<file path="config.mk">
export PLATFORM = sky130hd
export DESIGN_NAME = sr04_echo_emulator_flat
export DESIGN_NICKNAME = d
export VERILOG_FILES = /design/src/rtl/sr04_echo_emulator_if.sv /design/src/rtl/sr04_echo_emulator.sv /design/src/flat_wrapper.sv
export SDC_FILE = /design/constraint.sdc
export NUM_CORES = 1
export LEC_CHECK = 0
export ABC_CLOCK_PERIOD_IN_PS = 13900
export BUFFER_PORTS_ARGS = -buffer_cell sky130_fd_sc_hd__clkbuf_2
export CORE_UTILIZATION = 40
export CTS_BUF_LIST = sky130_fd_sc_hd__clkbuf_4
export DETAILED_ROUTE_END_ITERATION = 12
export PLACE_DENSITY = 0.66
export SETUP_SLACK_MARGIN = 0.3
export SKIP_CTS_REPAIR_TIMING = 1
export SYNTH_ARGS = -nofsm -noshare
export SYNTH_HDL_FRONTEND = slang
export SYNTH_SLANG_ARGS = --single-unit
</file>
<file path="constraint.sdc">
create_clock -name clk -period 13.9 [get_ports clk]
set_input_delay 0.695 -clock clk [delete_from_list [all_inputs] [get_ports clk]]
set_output_delay 0.695 -clock clk [all_outputs]
set_load 0.05 [all_outputs]
</file>
<file path="src/rtl/sr04_echo_emulator_if.sv">
// Trig/echo link between a distance-measurement controller (master) and the
// emulated HC-SR04 responder (slave).
interface sr04_echo_emulator_if;
    logic       trig;
    logic [8:0] i_dist_cm;
    logic       echo;
    logic       o_busy;
    logic       o_short_trig;
    logic [7:0] o_resp_cnt;
    logic [2:0] dbg_state;

    // Not a valid/ready link: trig is a level pulse qualified by its width,
    // i_dist_cm is sampled once per accepted request, echo is the reply.
    modport master (
        output trig,
        output i_dist_cm,
        input  echo,
        input  o_busy,
        input  o_short_trig,
        input  o_resp_cnt,
        input  dbg_state
    );

    modport slave (
        input  trig,
        input  i_dist_cm,
        output echo,
        output o_busy,
        output o_short_trig,
        output o_resp_cnt,
        output dbg_state
    );
endinterface

</file>
<file path="src/rtl/sr04_echo_emulator.sv">
// HC-SR04 responder. If the first clk edge that samples raw trig low is edge j,
// echo rises on edge j + 2 + BURST_US*TICK_DIV and stays high for W*TICK_DIV clk.
module sr04_echo_emulator #(
    parameter int CLK_HZ      = 100_000_000,
    parameter int TRIG_MIN_US = 10,
    parameter int BURST_US    = 200,
    parameter int US_PER_CM   = 58,
    parameter int MAX_CM      = 400,
    parameter int TIMEOUT_US  = 38000,
    parameter int HOLDOFF_US  = 10000
) (
    input logic                clk,
    input logic                rst,
    sr04_echo_emulator_if.slave bus
);
    localparam int TICK_DIV = CLK_HZ / 1_000_000;
    localparam int PRE_W    = (TICK_DIV > 1) ? $clog2(TICK_DIV) : 1;

    localparam logic [2:0] IDLE    = 3'd0;
    localparam logic [2:0] TRIG_HI = 3'd1;
    localparam logic [2:0] BURST   = 3'd2;
    localparam logic [2:0] ECHO    = 3'd3;
    localparam logic [2:0] HOLDOFF = 3'd4;

    logic [2:0]       state, state_next;
    logic             trig_s1, trig_s2, trig_d;
    logic             trig_rise, trig_fall;
    logic [PRE_W-1:0] pre;
    logic             pre_wrap;
    logic [15:0]      us_cnt, us_inc, us_now;
    logic             trig_ok;
    logic [8:0]       dist_q;
    logic [15:0]      echo_w;
    logic             echo_q, short_q;
    logic [7:0]       resp_q;

    assign trig_rise = trig_s2 & ~trig_d;
    assign trig_fall = ~trig_s2 & trig_d;

    // us_now counts the current clk, so a request lasting exactly N us
    // qualifies on the clk that completes its N-th microsecond.
    assign pre_wrap = (pre == PRE_W'(TICK_DIV - 1));
    assign us_inc   = (us_cnt == 16'hFFFF) ? us_cnt : us_cnt + 16'd1;
    assign us_now   = pre_wrap ? us_inc : us_cnt;
    assign trig_ok  = (us_now >= 16'(TRIG_MIN_US));

    assign echo_w = (dist_q >= 9'd2 && 32'(dist_q) <= MAX_CM)
                    ? 16'(dist_q) * 16'(US_PER_CM)
                    : 16'(TIMEOUT_US);

    always_comb begin
        state_next = state;
        case (state)
            IDLE:    if (trig_rise) state_next = TRIG_HI;
            TRIG_HI: if (trig_fall) state_next = trig_ok ? BURST : IDLE;
            BURST:   if (us_now >= 16'(BURST_US)) state_next = ECHO;
            ECHO:    if (us_now >= echo_w) state_next = HOLDOFF;
            HOLDOFF: if (us_now >= 16'(HOLDOFF_US)) state_next = IDLE;
            default: state_next = IDLE;
        endcase
    end

    always_ff @(posedge clk or negedge rst) begin
        if (!rst) begin
            trig_s1 <= 1'b0;
            trig_s2 <= 1'b0;
            trig_d  <= 1'b0;
            state   <= IDLE;
            pre     <= '0;
            us_cnt  <= '0;
            dist_q  <= '0;
            echo_q  <= 1'b0;
            short_q <= 1'b0;
            resp_q  <= '0;
        end else begin
            trig_s1 <= bus.trig;
            trig_s2 <= trig_s1;
            trig_d  <= trig_s2;
            state   <= state_next;

            if (state_next != state || pre_wrap) pre <= '0;
            else                                 pre <= pre + PRE_W'(1);

            if (state_next != state) us_cnt <= '0;
            else if (pre_wrap)       us_cnt <= us_inc;

            if (state == TRIG_HI && trig_fall && trig_ok) dist_q <= bus.i_dist_cm;

            echo_q  <= (state_next == ECHO);
            short_q <= (state == TRIG_HI) && trig_fall && !trig_ok;

            if (state == ECHO && state_next == HOLDOFF) resp_q <= resp_q + 8'd1;
        end
    end

    assign bus.echo         = echo_q;
    assign bus.o_busy       = (state != IDLE);
    assign bus.o_short_trig = short_q;
    assign bus.o_resp_cnt   = resp_q;
    assign bus.dbg_state    = state;
endmodule

</file>
<file path="src/flat_wrapper.sv">
// flat-port wrapper written by rule: the top's interface ports become plain ports
module sr04_echo_emulator_flat 
#(
    parameter int CLK_HZ      = 100_000_000,
    parameter int TRIG_MIN_US = 10,
    parameter int BURST_US    = 200,
    parameter int US_PER_CM   = 58,
    parameter int MAX_CM      = 400,
    parameter int TIMEOUT_US  = 38000,
    parameter int HOLDOFF_US  = 10000
)
  (clk, rst, bus_trig, bus_i_dist_cm, bus_echo, bus_o_busy, bus_o_short_trig, bus_o_resp_cnt, bus_dbg_state);
  sr04_echo_emulator_if bus_i ();
  input logic clk;
  input logic rst;
  input wire logic [$bits(bus_i.trig)-1:0] bus_trig;
  input wire logic [$bits(bus_i.i_dist_cm)-1:0] bus_i_dist_cm;
  output wire logic [$bits(bus_i.echo)-1:0] bus_echo;
  output wire logic [$bits(bus_i.o_busy)-1:0] bus_o_busy;
  output wire logic [$bits(bus_i.o_short_trig)-1:0] bus_o_short_trig;
  output wire logic [$bits(bus_i.o_resp_cnt)-1:0] bus_o_resp_cnt;
  output wire logic [$bits(bus_i.dbg_state)-1:0] bus_dbg_state;
  assign bus_i.trig = bus_trig;
  assign bus_i.i_dist_cm = bus_i_dist_cm;
  assign bus_echo = bus_i.echo;
  assign bus_o_busy = bus_i.o_busy;
  assign bus_o_short_trig = bus_i.o_short_trig;
  assign bus_o_resp_cnt = bus_i.o_resp_cnt;
  assign bus_dbg_state = bus_i.dbg_state;
  sr04_echo_emulator #(.CLK_HZ(CLK_HZ), .TRIG_MIN_US(TRIG_MIN_US), .BURST_US(BURST_US), .US_PER_CM(US_PER_CM), .MAX_CM(MAX_CM), .TIMEOUT_US(TIMEOUT_US), .HOLDOFF_US(HOLDOFF_US)) u_core (.clk(clk), .rst(rst), .bus(bus_i));
endmodule
</file>
==> flow_summary.yaml <==
synth:
  yosysSeqAreaShare_pct: 25.5
  yosysMostFrequentCell: "ha_1"
  yosys.area.top_type: "dfrtp_1"
  ys_ff_latch: 48
  synth_cell_types: 69
  synth_common_cells: "ha_1, inv_1, dfrtp_1, nand2_1, nand3_1"
  post-synth-top-area-fraction_pct: 25.5
  synthArstFlopShare_pct: 100
  syn_area_per_cell_um2: 9.30
  synth_edf_count: 0
  ys_warn_count: 0
  syn-cell-area_um2: 4710
  postSynthCellCount: 507
  syn_nets: 590
  synthFlopType: "dfrtp_1"
  synth_area_leaders: "dfrtp_1, ha_1, fa_1"
timing:
  hold_viol: 0
  finalCritPeriodShare_pct: 41.3
  drv_slew: 0
  layout_min_cycle_time_ps: 5740
  final.setup.tns_ps: 0
  setup_viol: 0
  rsz0062_at_grt: "no"
  clock.fmax_ghz: 0.174
  slew_headroom_pct: 46.8
  worst_pin_slew_ps: 793
  fin_skew_ps: 24.6
clock_network:
  clk_latency_ps: 370
  clk_pin_slew_ps: 160
  clock_path_buffers: 2
  htreeDepth: 2
  cts.sinks: 48
  cts_tree: "yes"
  root_buffer: "clkbuf_4"
  cts_inserted_buffers: 5
global_route:
  grtUsageTotal_pct: 17.4
  gr-usage-met3_pct: 1.70
  grt_antenna_before_repair: 0
  top_usage_layer: "met2"
  grt-ovfl-total: 0
  grt_pass1_wl_mm: 17.8
  grt_pass1_vias: 3691
  grt_start_max_net_pins: 49
  grtUsageMet2_pct: 27.0
  met1_usage_pct: 25.2
worst_hold_path:
  worstHoldPathType: "reg2reg"
  min_to: "u_core.trig_s2"
  whs_path_depth: 0
  hp-start: "u_core.trig_s1"
floorplanning:
  core_um2: 11500
  dieArea_um2: 12200
  start_util_pct: 41.1
  die_w_um: 111
  die_h_um: 111
  ios: 26
  row_count: 39
drt:
  dr.pass1.iters: 4
  drtIter0Drc: 218
  avgRoutedWirePerCell_um: 15.3
  vias: 3747
  via_per_inst: 5.65
  remaining_drc_errors: 0
  routed_wl_mm: 10.1
  drtAntennaViolNets: 0
place:
  hpwl_mm: 7.95
  gp_congestion: 0.872
  port-buffer-count: 25
setup_path:
  crit_family: "compound AO/OA/AOI/OAI gates"
  critPathKind: "reg2reg"
  setup.worst_path.start_class: "flop"
  crit_buf_inv: 3
  worstPathRequired_ps: 14160
  max_stage_delay_ps: 570
  critPathMostFrequentCell: "ha_1"
  worstPathArrival_ps: 5990
  crit_fanout: 23
  r2r-end: "u_core.us_cnt[13]"
  crit_slowest_cell: "fa_1"
  cp-end-kind: "flop"
  ff2ff_path_depth: 21
  cp_cell_sequence: "inv_1 -> fa_1 -> inv_1 -> ha_1 -> fa_1 -> ha_1 -> a21oi_1 -> o21ai_0 -> a2111o_1 -> a41oi_1 -> xnor2_1 -> nand2_1 -> ha_1 -> a21oi_1 -> o211a_1 -> o21ai_0 -> a31o_2 -> o21a_1 -> o21a_1 -> buf_4 -> a2111oi_1"
  r2r_setup_slack_ps: 8160
  r2r_start: "u_core.dist_q[1]"
power_and_ir_drop:
  pwr_density_cell_nw_per_um2: 58.1
  p_leak_nw: 2.42
  ir_worst_vdd_mv: 0.0452
final_layout:
  area_growth_pct: 7.30
  multiInputGateArea_um2: 3220
  fin_util_pct: 44.1
  drive_gt1_share_pct: 15.6
  fin_nets: 602
  fill_cells: 1079
  seqCellArea_um2: 1200
  antenna_cells: 0
outcome:
  status: "complete, no violations"
flow_run:
  maxCapViolations: 0
[area by class of cell]
type                    instances  area share (%)
well taps                     143            3.54
flip-flops and latches         48            23.7
inverters                      51            3.78
clock buffers                   5           0.742
repair buffers                 30            3.22
clock inverters                 3            1.36
multi-input cells             383            63.6
[cells in the final DEF (no fill, tap or decap), drive strengths merged, types with 8 or more instances in the layout]
cell type,instances
mux2,10
o21ai,16
dfrtp,48
fa,13
nand3,24
a21oi,21
nand2,39
nor2,24
nor3,10
xor2,13
nand4,12
ha,58
inv,52
clkbuf,30
and2,8
nor4,28
xnor2,19
[how the worst max path moves through the flow]
stage,from,end,cells past startpoint,slack (ps)
global placement,u_core.dist_q[1],u_core.us_cnt[13],21,8460
CTS,u_core.dist_q[1],u_core.us_cnt[13],21,8140
floorplan,u_core.dist_q[1],u_core.us_cnt[12],21,8630
global route,u_core.dist_q[1],u_core.us_cnt[13],21,7790
detailed placement,u_core.dist_q[1],u_core.us_cnt[13],21,8170
finish,u_core.dist_q[1],u_core.us_cnt[13],21,8160
[metal layers]
layer	routed length, um	vias to the layer above	part of all wire, %
li1	-	1835	-
met1	4920	1795	48
met2	4640	100	46
met3	393	17	3.9
met4	196	0	1.9
met5	0	-	0
[stage by stage]
stage                     hold WS, ps  total power, mW  cells  instance area [um^2]  setup WS (ps)
after CTS                         382            0.297    663                  5060           8140
after global routing              377            0.308    663                  5060           7790
after detailed placement          345            0.193    655                  4950           8170
after floorplan                   331            0.182    507                  4710           8630
final                             375            0.294    663                  5060           8160
after global placement            342            0.191    655                  4950           8460
[state kept, by name, summed over array words and instances (netlist names)]
signal                   cells
u_core.us_cnt               16
u_core.dist_q                9
u_core.bus.o_resp_cnt        8
u_core.pre                   7
u_core.bus.dbg_state         3
u_core.bus.echo              1
u_core.bus.o_short_trig      1
u_core.trig_d                1
u_core.trig_s1               1
u_core.trig_s2               1
[power breakdown]
| group | leakage, nW | total, mW | internal, mW | switching, mW |
|---|---|---|---|---|
| Combinational | 1.71 | 0.0335 | 0.0137 | 0.0198 |
| Clock | 0.0558 | 0.104 | 0.0566 | 0.0473 |
| Sequential | 0.654 | 0.156 | 0.147 | 0.00950 |
| Total | 2.42 | 0.294 | 0.217 | 0.0766 |
[cell families after synthesis]
| group | Yosys count | synth area share [%] |
|---|---|---|
| AO/OA/AOI/OAI | 87 | 13.2 |
| XOR/XNOR | 32 | 5.94 |
| adder cells (fa/ha/maj) | 71 | 20.9 |
| buffers and inverters | 76 | 6.55 |
| flip-flops | 48 | 25.5 |
| multiplexers | 12 | 2.81 |
| AND/OR/NAND/NOR | 181 | 25.1 |
No activity file was read; power rests on OpenSTA's default activity.
